File: src/rtl/uart_bus_bridge.sv
// uart_bus_bridge
//   Stream-to-register bridge in front of a CPU-style UART register port.
//   Outgoing bytes are buffered in a TX FIFO and incoming bytes in an RX FIFO.
//   The bridge polls the UART status register. It reads a received byte when
//   rx_full is set and there is room in the RX FIFO. Otherwise it writes the
//   TX FIFO head when the transmitter is idle. Every bus access is followed by
//   a GAP of POLL_GAP+1 idle cycles before the next status poll.
//
// Ports
//   clk, reset            clock shared with the UART; asynchronous active-high reset
//   tx_data/valid/ready   byte stream into the TX FIFO
//   rx_data/valid/ready   byte stream out of the RX FIFO (rx_data = head, 0 when empty)
//   tx_level, rx_level    FIFO occupancies, 0..DEPTH
//   bus_cs_b, bus_rnw     UART chip select (active-low), 1 = read / 0 = write
//   bus_a0                0 = status register, 1 = data register
//   bus_din               write data to the UART
//   bus_dout              UART read data (status: bit7 tx_busy, bit6 rx_full)
module uart_bus_bridge #(
  parameter int TX_DEPTH = 16,
  parameter int RX_DEPTH = 16,
  parameter int POLL_GAP = 0
) (
  input  logic                         clk,
  input  logic                         reset,
  input  logic [7:0]                   tx_data,
  input  logic                         tx_valid,
  output logic                         tx_ready,
  output logic [7:0]                   rx_data,
  output logic                         rx_valid,
  input  logic                         rx_ready,
  output logic [$clog2(TX_DEPTH):0]    tx_level,
  output logic [$clog2(RX_DEPTH):0]    rx_level,
  output logic                         bus_cs_b,
  output logic                         bus_rnw,
  output logic                         bus_a0,
  output logic [7:0]                   bus_din,
  input  logic [7:0]                   bus_dout
);

  localparam int TX_AW = $clog2(TX_DEPTH);
  localparam int RX_AW = $clog2(RX_DEPTH);
  localparam logic [7:0]     GAP_INIT = 8'(POLL_GAP);
  localparam logic [TX_AW:0] TX_FULL_LVL = (TX_AW+1)'(TX_DEPTH);
  localparam logic [RX_AW:0] RX_FULL_LVL = (RX_AW+1)'(RX_DEPTH);

  typedef enum logic [1:0] {ST_GAP, ST_POLL, ST_RXRD, ST_TXWR} state_t;

  state_t     state, state_nxt;
  logic [7:0] gap_cnt, gap_cnt_nxt;

  // TX FIFO
  logic [7:0]       tx_mem [TX_DEPTH];
  logic [TX_AW-1:0] tx_wp, tx_rp;
  logic [TX_AW:0]   tx_cnt;
  logic             txf_full, txf_empty, tx_push, tx_pop;

  assign txf_full  = (tx_cnt == TX_FULL_LVL);
  assign txf_empty = (tx_cnt == '0);
  assign tx_ready  = !txf_full;
  assign tx_level  = tx_cnt;
  assign tx_push   = tx_valid && !txf_full;
  // TXWR is only entered with a non-empty FIFO, so the pop needs no guard.
  assign tx_pop    = (state == ST_TXWR);

  always_ff @(posedge clk or posedge reset) begin
    if (reset) begin
      tx_wp  <= '0;
      tx_rp  <= '0;
      tx_cnt <= '0;
    end else begin
      if (tx_push) tx_wp <= tx_wp + 1'b1;
      if (tx_pop)  tx_rp <= tx_rp + 1'b1;
      case ({tx_push, tx_pop})
        2'b10:   tx_cnt <= tx_cnt + 1'b1;
        2'b01:   tx_cnt <= tx_cnt - 1'b1;
        default: tx_cnt <= tx_cnt;
      endcase
    end
  end

  always_ff @(posedge clk) begin
    if (tx_push) tx_mem[tx_wp] <= tx_data;
  end

  // RX FIFO
  logic [7:0]       rx_mem [RX_DEPTH];
  logic [RX_AW-1:0] rx_wp, rx_rp;
  logic [RX_AW:0]   rx_cnt;
  logic             rxf_full, rxf_empty, rx_push, rx_pop;

  assign rxf_full  = (rx_cnt == RX_FULL_LVL);
  assign rxf_empty = (rx_cnt == '0);
  assign rx_valid  = !rxf_empty;
  assign rx_level  = rx_cnt;
  assign rx_data   = rxf_empty ? 8'h00 : rx_mem[rx_rp];
  assign rx_push   = (state == ST_RXRD) && !rxf_full;
  assign rx_pop    = rx_valid && rx_ready;

  always_ff @(posedge clk or posedge reset) begin
    if (reset) begin
      rx_wp  <= '0;
      rx_rp  <= '0;
      rx_cnt <= '0;
    end else begin
      if (rx_push) rx_wp <= rx_wp + 1'b1;
      if (rx_pop)  rx_rp <= rx_rp + 1'b1;
      case ({rx_push, rx_pop})
        2'b10:   rx_cnt <= rx_cnt + 1'b1;
        2'b01:   rx_cnt <= rx_cnt - 1'b1;
        default: rx_cnt <= rx_cnt;
      endcase
    end
  end

  always_ff @(posedge clk) begin
    if (rx_push) rx_mem[rx_wp] <= bus_dout;
  end

  // Access sequencer
  always_ff @(posedge clk or posedge reset) begin
    if (reset) begin
      state   <= ST_GAP;
      gap_cnt <= GAP_INIT;
    end else begin
      state   <= state_nxt;
      gap_cnt <= gap_cnt_nxt;
    end
  end

  always_comb begin
    state_nxt   = state;
    gap_cnt_nxt = gap_cnt;
    case (state)
      ST_GAP: begin
        if (gap_cnt == 8'd0) state_nxt = ST_POLL;
        else                 gap_cnt_nxt = gap_cnt - 8'd1;
      end
      ST_POLL: begin
        gap_cnt_nxt = GAP_INIT;
        // Receive side wins so the UART receiver is drained before it overruns.
        if (bus_dout[6] && !rxf_full)       state_nxt = ST_RXRD;
        else if (!bus_dout[7] && !txf_empty) state_nxt = ST_TXWR;
        else                                 state_nxt = ST_GAP;
      end
      ST_RXRD: begin
        gap_cnt_nxt = GAP_INIT;
        state_nxt   = ST_GAP;
      end
      ST_TXWR: begin
        gap_cnt_nxt = GAP_INIT;
        state_nxt   = ST_GAP;
      end
      default: begin
        gap_cnt_nxt = GAP_INIT;
        state_nxt   = ST_GAP;
      end
    endcase
  end

  // Bus outputs depend only on the state register and the TX FIFO head, so the
  // asynchronous reset returns the bus to idle immediately.
  always_comb begin
    bus_cs_b = (state == ST_GAP);
    bus_rnw  = (state != ST_TXWR);
    bus_a0   = (state == ST_RXRD) || (state == ST_TXWR);
    bus_din  = (state == ST_TXWR) ? tx_mem[tx_rp] : 8'h00;
  end

endmodule

File: config.mk
export PLATFORM = sky130hd
export DESIGN_NAME = uart_bus_bridge
export DESIGN_NICKNAME = d
export VERILOG_FILES = /design/src/rtl/uart_bus_bridge.sv
export SDC_FILE = /design/constraint.sdc
export NUM_CORES = 1
export LEC_CHECK = 0
export BUFFER_PORTS_ARGS = -buffer_cell sky130_fd_sc_hd__buf_4
export CAP_MARGIN = 20
export CORE_ASPECT_RATIO = 1.5
export CORE_UTILIZATION = 45
export DETAILED_ROUTE_END_ITERATION = 10
export GPL_TIMING_DRIVEN = 1
export HOLD_SLACK_MARGIN = 0.06
export PLACE_DENSITY = 0.64
export SETUP_SLACK_MARGIN = 0.02
export SYNTH_ARGS = -nofsm -noshare
export SYNTH_HDL_FRONTEND = slang
export SYNTH_SLANG_ARGS = --single-unit
File: constraint.sdc
create_clock -name clk -period 7 [get_ports clk]
set_input_delay 1.4 -clock clk [delete_from_list [all_inputs] [get_ports clk]]
set_output_delay 1.4 -clock clk [all_outputs]
set_load 0.05 [all_outputs]
==> impl_metrics.json, run 1 <==
{
  "cp_data_arrival_time_ns": 2.85,
  "wirelength_mm": 24.2,
  "track_usage": 0.181,
  "syn_avg_cell_area_um2": 18.0,
  "leakagePower_uw": 0.00472,
  "synth_compound_area_frac": 0.0365,
  "cts.clk_slew.worst_paths_ns": 0.06,
  "synthSimpleGateAreaFrac": 0.0563,
  "maxCapViolCount": 0,
  "gr-total-overflow": 0,
  "async_reset_ff_frac": 0.123,
  "switching_share": 0.344,
  "htree_num_levels": 1,
  "hold_slack_ns": 0.553,
  "hold_viol_final": 0,
  "cp_cell_sequence": "buf_4 -> mux4_2 -> a32oi_1 -> o211ai_1 -> buf_4",
  "portBuffers": 50,
  "cp_num_buf_inv": 2,
  "via_count": 6115,
  "powerDensity_nw_per_um2": 414,
  "initial_core_util": 0.458,
  "placed_area_um2": 12800,
  "cts_buffer_depth": 3,
  "ys.flop_type": "edfxtp_1",
  "grt_pass1_wl_mm": 37.0,
  "hold_start": "state[1]",
  "cpMaxStageDelayCell": "dfrtp_2",
  "drc_errors": 0,
  "layout_min_cycle_time_ns": 4.25,
  "ir_drop_mv": 0.320,
  "dp.cells": 1038,
  "ctsResizeCount": 0,
  "drt-vias-per-instance": 5.62,
  "synthMuxAreaShare": 0.139,
  "fin_cells": 1089,
  "intPower_uw": 3720,
  "clk_latency_ns": 0.53,
  "synth_edf_count": 256,
  "area_growth_pct": 13.0,
  "antenna_found_initial": 0,
  "grt_pass1_vias": 6567,
  "grt_max_degree": 37,
  "start_kind": "flip-flop",
  "rows": 73,
  "r2r-start": "tx_level[1]",
  "setup_viol": 0,
  "num_io_pins": 51,
  "netlist_instances": 674,
  "cp_top_family": "buffers and inverters",
  "dp_hpwl_mm": 16.5,
  "status": "finished clean",
  "nets": 770,
  "crit_type": "reg -> out",
  "ctsRootBufferMaster": "clkbuf_16",
  "finClkSkew_ns": 0.00594,
  "critPathMaxStageDelay_ns": 0.59,
  "yosys.cell_types.count": 51,
  "cts-hold-fix-buffers": 0,
  "die_h_um": 203,
  "drt_iter0_markers": 307,
  "post_cts_buffers": 0,
  "rsz0062_at_grt": "false",
  "maxSlewViolCount": 0,
  "yosys.area_share.xor_xnor": 0.0181,
  "ff2ff_setup_slack_ns": 4.17,
  "clock.fmax_mhz": 235,
  "die_w_um": 136,
  "synth-seq-cells": 292,
  "clkPwrFrac": 0.260,
  "n_antenna_cell": 0,
  "ant_nets": 0,
  "syn_area_um2": 12100,
  "max_slew_margin": 0.298,
  "post_drt_wl_per_cell_um": 22.2,
  "finish.instance_area_um2": 13700,
  "syn_nets": 713,
  "die_area_um2": 27600,
  "p_comb_frac": 0.326,
  "crit_top_cell": "buf_4",
  "synth_top_family_by_area": "multiplexers",
  "cts_tree": "done",
  "tns_ns": 0,
  "cp_max_fo": 30,
  "core_um2": 26500,
  "pwr-share-seq": 0.414,
  "clock-sinks": 292,
  "drive_above_1_share": 0.239,
  "synth_fa_ha_area_frac": 0.0196,
  "drt_first_pass_iters": 5,
  "cts_buffers": 28,
  "period_share": 0.607,
  "hold_class": "reg -> reg",
  "fin_total_pwr_uw": 5670,
  "startpoint": "tx_rp[0]",
  "worst_setup_path_end_kind": "output port",
  "n_fill_cell": 2158,
  "yosysSeqAreaShare": 0.709,
  "ys_warn_count": 0,
  "required_ns": 5.60,
  "worst_pin_slew_ns": 1.05,
  "p_sw_uw": 1950,
  "gp_congestion": 0.832
}
per-layer routing:
metal / GRT usage / share of wire / vias to the layer above
met5: 0 / 0 / -
met4: 0.0714 / 0.036 / 0
met3: 0.0225 / 0.035 / 53
met2: 0.347 / 0.57 / 143
met1: 0.197 / 0.36 / 3162
li1: - / - / 2757
logic make-up after synthesis:
kind of cell	after synthesis
adder cells (fa/ha/maj)	19
multiplexers	95
AO/OA/AOI/OAI	60
buffers and inverters	50
AND/OR/NAND/NOR	133
flip-flops	292
XOR/XNOR	25
through the flow:
stage	worst slack, ns	utilization
global placement	3.33	0.483
detailed placement	3.28	0.483
CTS	2.68	0.517
floorplan	3.15	-
global route	2.62	0.517
finish	2.75	0.517
cells in the mapped netlist (2+ instances only):
cell type  number  share of area
a211oi_1        9         0.0056
a21o_1          4         0.0025
a21oi_1         9         0.0037
a22oi_1         2         0.0012
a32oi_1         7         0.0051
and2_1          2         0.0010
and3b_1         2         0.0014
buf_1           3        0.00093
buf_2          13         0.0054
buf_4           5         0.0031
buf_6           6         0.0056
clkbuf_1        7         0.0022
dfrtp_1        36          0.074
edfxtp_1      256           0.63
ha_1           19          0.020
inv_1          14         0.0043
mux2_2          4         0.0037
mux2i_1        33          0.027
mux4_2         58           0.11
nand2_1        39          0.012
nand2b_1        7         0.0036
nand3b_1        3         0.0019
nand4_1        10         0.0052
nor2_1         39          0.012
nor2b_1         7         0.0036
nor3_1         11         0.0045
nor4_4          2         0.0035
o211a_1         3         0.0025
o211ai_1        6         0.0037
o21ai_0         4         0.0017
o22ai_1         9         0.0046
or2_2           3         0.0015
xnor2_1        16          0.012
xor2_1          9         0.0065
sequential cells by signal, summed over array words and instances, names as in the netlist, 4 cells and up:
signal / count
gap_cnt: 8
rx_rp: 4
rx_level: 5
tx_rp: 4
tx_wp: 4
tx_mem: 128
tx_level: 5
rx_wp: 4
rx_mem: 128
cells in the final DEF, fill, tap and decap left out, types with 8 or more instances in the layout:
master     netlist  final
a211oi_1         9      9
a21oi_1          9      9
buf_4            5     62
clkbuf_16        0     29
clkinv_1         0      8
dfrtp_1         36     33
edfxtp_1       256    256
ha_1            19     19
inv_1           14     14
mux2i_1         33     33
mux4_2          58     58
nand2_1         39     39
nand4_1         10     10
nor2_1          39     39
nor3_1          11     11
o22ai_1          9      9
xnor2_1         16     16
xor2_1           9      9
path summary, 6_finish.rpt:
| check | to | cells after the start |
|---|---|---|
| worst min-delay path | state[0] | 1 |
| worst max-delay path | bus_din[3] | 5 |
| max in group asynchronous | rx_rp[1] | 3 |
| min in group asynchronous | rx_rp[3] | 3 |
| worst max register to register | tx_level[4] | 10 |
| worst min register to register | state[0] | 1 |
cell type report:
type / instances / area [um2] / area share
Clock buffer: 33 / 741 / 0.0541
Clock inverter: 18 / 161 / 0.0118
Timing Repair Buffer: 62 / 465 / 0.0340
Multi-Input combinational cell: 332 / 3260 / 0.238
Inverter: 15 / 56.3 / 0.00411
Tap cell: 337 / 422 / 0.0308
Sequential cell: 292 / 8590 / 0.627
power groups by stage:
stage               clock (uW)  combinational, uW  sequential, uW
detailed placement           0               1870            2380
floorplan                    0               1470            2310
CTS                       1510               1870            2350
finish                    1480               1850            2350
global route              1560               1990            2370
global placement             0               1830            2370
Note: power is estimated with default switching activity, not from simulation.
==> inputs of run 2 (changes only) <==
Settings changed: ABC_AREA from default to 1, PLACE_DENSITY 0.64 to 0.66.
Clock period 7 ns to 3.7 ns, I/O delays scaled along.
==> run 2 against run 1 <==
Routed wire length up 20%. Flip-flop and latch count unchanged. Sequential share of layout area down 3.8 points. Setup slack worse by 2.5 ns. Worst hold slack worse by 0.26 ns. Clock skew up 0.016 ns. Synthesized area up 6.2%.
==> impl_metrics.json, run 2 <==
{
  "drt_iter0_markers": 531,
  "grt_pass1_vias": 8579,
  "clkPwrFrac": 0.265,
  "crit_type": "reg -> out",
  "cp_max_fo": 18,
  "cts.clk_slew.worst_paths_ns": 0.06,
  "r2r-start": "rx_level[0]",
  "top_regs": "rx_mem: 128 flops, tx_mem: 128 flops, gap_cnt: 8 flops",
  "fin_cells": 1659,
  "synth-seq-cells": 292,
  "clock-sinks": 292,
  "crit_top_cell": "nand3_1",
  "synth_edf_count": 256,
  "cpMaxStageDelayCell": "dfrtp_1",
  "clock.fmax_mhz": 287,
  "rsz0062_at_grt": "false",
  "yosys-top-cells-area": "edfxtp_1 (60%), nand2_1 (12%), nand3_1 (7.8%)",
  "powerDensity_nw_per_um2": 723,
  "switching_share": 0.375,
  "nets": 1331,
  "yosysMostFrequentCell": "nand2_1",
  "via_count": 8672,
  "yosys.area.top_type": "edfxtp_1",
  "die_h_um": 209,
  "portBuffers": 50,
  "yosys.cell_types.count": 31,
  "start_kind": "flip-flop",
  "area_growth_pct": 13.2,
  "initial_core_util": 0.459,
  "layout_commonest_cell": "nand2_1",
  "drt_first_pass_iters": 5,
  "yosys.area.top_type_share": 0.597,
  "maxSlewViolCount": 0,
  "grt_pass1_wl_mm": 45.4,
  "status": "finished clean",
  "ctsRootBufferMaster": "clkbuf_16",
  "yosysSeqAreaShare": 0.667,
  "ff2ff_setup_slack_ns": 0.92,
  "register_area_um2": 8590,
  "netlist_instances": 1231,
  "gr-total-overflow": 0,
  "ctsResizeCount": 0,
  "r2r-end": "rx_level[4]",
  "synthTopCellsByCount": "nand2_1 (422), edfxtp_1 (256), nand3_1 (200), inv_1 (113), dfrtp_1 (36)",
  "p_comb_frac": 0.341,
  "cts-hold-fix-buffers": 0,
  "die_w_um": 140,
  "worst_setup_path_end_kind": "output port",
  "drc_errors": 0,
  "async_reset_ff_frac": 0.123,
  "dp_hpwl_mm": 18.9,
  "n_fill_cell": 2443,
  "drive_above_1_share": 0.107,
  "intPower_uw": 6580,
  "rows": 75,
  "dp.cells": 1608,
  "grt_max_degree": 67,
  "clk_latency_ns": 0.54,
  "ir_drop_mv": 0.478,
  "pwr-share-seq": 0.394,
  "cts_tree": "done",
  "maxCapViolCount": 0,
  "n_antenna_cell": 0,
  "htree_num_levels": 1,
  "setup_viol": 0,
  "ys.flop_type": "edfxtp_1",
  "cp_data_arrival_time_ns": 2.74,
  "hold_viol_final": 0,
  "ys_warn_count": 0,
  "layout_common_cells": "nand2_1 (422), edfxtp_1 (256), nand3_1 (200)",
  "cp_top_family": "flip-flops",
  "wirelength_mm": 29.1,
  "post_cts_buffers": 0,
  "die_area_um2": 29300,
  "tns_ns": 0,
  "track_usage": 0.202,
  "multiInputGateArea_um2": 3510,
  "syn_nets": 1270,
  "finClkSkew_ns": 0.0217,
  "num_io_pins": 51,
  "layout_min_cycle_time_ns": 3.48,
  "p_sw_uw": 3950,
  "drt-vias-per-instance": 5.23,
  "period_share": 0.941,
  "syn_area_um2": 12900,
  "critPathMaxStageDelay_ns": 0.82,
  "cts_buffers": 28,
  "required_ns": 2.96,
  "max_slew_margin": 0.253,
  "worst_pin_slew_ns": 1.11,
  "hold_class": "in -> async",
  "post_drt_wl_per_cell_um": 17.5,
  "antenna_found_initial": 0,
  "syn_avg_cell_area_um2": 10.5,
  "ant_nets": 0,
  "cp_cell_sequence": "clkinvlp_4 -> nand3_1 -> nand3_1 -> a21oi_1 -> buf_4",
  "cts_buffer_depth": 3,
  "reg2reg_depth": 15,
  "core_um2": 28100,
  "cp_num_buf_inv": 2,
  "leakagePower_uw": 0.00600,
  "gp_congestion": 0.877
}
## run 2: cell types whose count changed after synthesis, moves of 13 or more
cell     previous run  this run
a21oi_1             9        22
buf_2              13        27
inv_1              14       113
mux2i_1            33         0
mux4_2             58         0
nand2_1            39       422
nand3_1             0       200
nor2_1             39        23
nor3_1             11        26
xnor2_1            16         3
## run 2: area by class of cell
class / count / share of cell area
Tap cell: 346 / 0.0297
Inverter: 121 / 0.0314
Clock buffer: 35 / 0.0534
Multi-Input combinational cell: 763 / 0.241
Timing Repair Buffer: 86 / 0.0460
Sequential cell: 292 / 0.590
Clock inverter: 16 / 0.00884
## run 2: metrics by stage
| step | cell area [um2] | utilization | power, uW | hold slack [ns] | setup slack, ns |
|---|---|---|---|---|---|
| detailed placement | 13700 | 0.487 | 7820 | 0.489 | 0.673 |
| global placement | 13700 | 0.487 | 7770 | 0.485 | 0.634 |
| global route | 14600 | 0.519 | 11100 | 0.333 | 0.0933 |
| finish | 14600 | 0.519 | 10500 | 0.294 | 0.217 |
| floorplan | 12900 | - | 6820 | 0.458 | 0.608 |
| CTS | 14600 | 0.519 | 10600 | 0.301 | 0.0816 |
## run 2: worst max-delay path by stage
stage	start	to	slack, ns	cells past startpoint
finish	tx_rp[2]	bus_din[7]	0.22	5
global route	tx_rp[2]	bus_din[3]	0.09	5
CTS	tx_rp[2]	bus_din[7]	0.08	5
detailed placement	tx_rp[2]	bus_din[7]	0.67	5
global placement	tx_rp[2]	bus_din[3]	0.63	5
floorplan	tx_level[0]	tx_level[4]	0.61	17
## run 2: power groups by stage
stage	Combinational, uW	Sequential, uW	Clock (uW)
floorplan	2510	4310	0
global placement	3560	4210	0
detailed placement	3610	4210	0
CTS	3620	4150	2840
global route	3980	4190	2940
finish	3590	4150	2790
## run 2: routing by layer
| metal | GRT usage | up-vias | part of all wire |
|---|---|---|---|
| li1 | - | 4241 | - |
| met1 | 0.225 | 4143 | 0.38 |
| met2 | 0.387 | 225 | 0.55 |
| met3 | 0.0190 | 63 | 0.039 |
| met4 | 0.0856 | 0 | 0.032 |
| met5 | 0 | - | 0 |
## run 2: cells by family (layout without fill, tap and decap cells)
family                   after synthesis  count (layout)  share of synthesized area
AO/OA/AOI/OAI                         43              43                     0.0176
flip-flops                           292             292                      0.667
XOR/XNOR                              16              16                     0.0109
buffers and inverters                176             258                     0.0602
AND/OR/NAND/NOR                      685             685                      0.226
adder cells (fa/ha/maj)               19              19                     0.0185
==> inputs of run 3 (changes only) <==
Settings changed: CELL_PAD_IN_SITES_DETAIL_PLACEMENT from default to 0, CELL_PAD_IN_SITES_GLOBAL_PLACEMENT from default to 1, CORE_UTILIZATION 45 to 44, PLACE_DENSITY 0.66 to 0.78.
==> run 3 against run 2 <==
Routed wire length increased by 2.4%. Worst hold slack better by 0.036 ns. Die area is 2.2% higher. Combinational power hardly changed. Fmax grew 4.0%. Clock power up 3%. First-iteration DRC count fell by 23%. Cell area up 0.45%. Utilization decreased by 0.96 points. Via count down 1.3%. Setup slack better by 0.13 ns. Critical endpoint is now bus_din[6].
==> impl_metrics.json, run 3 (synthesized netlist as in run 2, its figures left out) <==
{
  "portBuffers": 50,
  "htree_num_levels": 1,
  "dp_hpwl_mm": 19.5,
  "critPathMaxStageDelay_ns": 0.45,
  "ir_drop_mv": 0.427,
  "post_cts_buffers": 0,
  "track_usage": 0.207,
  "leakagePower_uw": 0.00601,
  "layout_commonest_cell": "nand2_1",
  "cts.clk_slew.worst_paths_ns": 0.06,
  "top_regs": "rx_mem: 128 flops, tx_mem: 128 flops, gap_cnt: 8 flops",
  "cp_cell_sequence": "inv_2 -> buf_4 -> nand2_1 -> nand2_1 -> nand2_1 -> nand3_1 -> nand3_1 -> a21oi_1 -> buf_4",
  "finClkSkew_ns": 0.00787,
  "hold_viol_final": 0,
  "drt-vias-per-instance": 5.01,
  "start_kind": "flip-flop",
  "rows": 76,
  "n_antenna_cell": 0,
  "grt-busiest-layer": "met2",
  "maxSlewViolCount": 0,
  "gr-total-overflow": 0,
  "post_drt_wl_per_cell_um": 17.5,
  "place_ws_ns": 0.899,
  "startpoint": "tx_rp[0]",
  "grt_use_met3": 0.0210,
  "grt_pass1_wl_mm": 46.7,
  "crit_type": "reg -> out",
  "clk_latency_ns": 0.54,
  "period_share": 0.905,
  "antenna_found_initial": 0,
  "drc_errors": 0,
  "n_fill_cell": 2613,
  "ant_nets": 0,
  "r2r-start": "rx_level[0]",
  "drt_first_pass_iters": 5,
  "tns_ns": 0,
  "cts_buffers": 29,
  "cp_num_buf_inv": 3,
  "hold_class": "in -> async",
  "clock-sinks": 292,
  "required_ns": 2.96,
  "max_slew_margin": 0.422,
  "gp_congestion": 0.842,
  "fin_total_pwr_uw": 10600,
  "grt_max_degree": 67,
  "powerDensity_nw_per_um2": 725,
  "wirelength_mm": 29.8,
  "worst_pin_slew_ns": 0.863,
  "nets": 1335,
  "area_growth_pct": 13.7,
  "initial_core_util": 0.448,
  "clock.fmax_mhz": 299,
  "num_io_pins": 51,
  "cts_buffer_depth": 3,
  "cp_top_family": "buffers and inverters",
  "drive_above_1_share": 0.108,
  "grt_pass1_vias": 8535,
  "maxCapViolCount": 0,
  "layout_min_cycle_time_ns": 3.35,
  "die_h_um": 212,
  "crit_top_cell": "nand2_1",
  "rsz0062_at_grt": "false",
  "via_count": 8555,
  "ctsResizeCount": 0,
  "worst_setup_path_end_kind": "output port",
  "die_area_um2": 30000,
  "layout_common_cells": "nand2_1 (422), edfxtp_1 (256), nand3_1 (200)",
  "status": "finished clean",
  "die_w_um": 142,
  "cp_data_arrival_time_ns": 2.61,
  "use_met1": 0.228,
  "cpMaxStageDelayCell": "inv_2",
  "use_met2": 0.404,
  "cts-hold-fix-buffers": 0,
  "setup_viol": 0,
  "core_um2": 28700,
  "cp_max_fo": 34,
  "ctsRootBufferMaster": "clkbuf_16",
  "cts_tree": "done",
  "drt_iter0_markers": 409,
  "worst_slack_ns": 0.351
}
## run 3: tightest hold or removal path, cell delays in order
cell and delay (ns):
buf_4 0.11, clkinv_1 0.03, buf_4 0.45
## run 3: final timing paths
path                               endpoint  slack [ns]  depth (start not counted)
worst max-delay path             bus_din[6]        0.35                          9
worst max register to register  rx_level[4]        0.94                         15
min in group clk                   tx_wp[3]        0.45                          3
worst min-delay path            tx_level[4]        0.33                          3
max in group asynchronous          rx_rp[0]        2.97                          3
worst min register to register   gap_cnt[0]        0.49                          1
## run 3: per-layer routing
metal	wire, um	part of all wire	up-vias
li1	-	-	4241
met1	11400	0.38	4101
met2	16400	0.55	162
met3	1010	0.034	51
met4	910	0.031	0
met5	0	0	-
## run 3: final cells by class
class                           count  area [um2]  area share
Clock buffer                       40         797      0.0544
Clock inverter                     11         128     0.00872
Inverter                          121         454      0.0310
Multi-Input combinational cell    763        3510       0.240
Sequential cell                   292        8590       0.587
Tap cell                          390         488      0.0333
Timing Repair Buffer               89         668      0.0456
## run 3: where the power goes
group | switching [uW] | internal [uW]
clock network | 1180 | 1700
registers | 243 | 3900
logic | 2540 | 1040
total | 3960 | 6640
## run 3: per-stage QoR
step	util	hold WS (ns)	area, um2	instances
detailed placement	0.478	0.487	13700	1655
global route	0.510	0.364	14600	1706
CTS	0.510	0.327	14600	1706
floorplan	-	0.458	12900	1231
global placement	0.478	0.476	13700	1655
finish	0.510	0.330	14600	1706
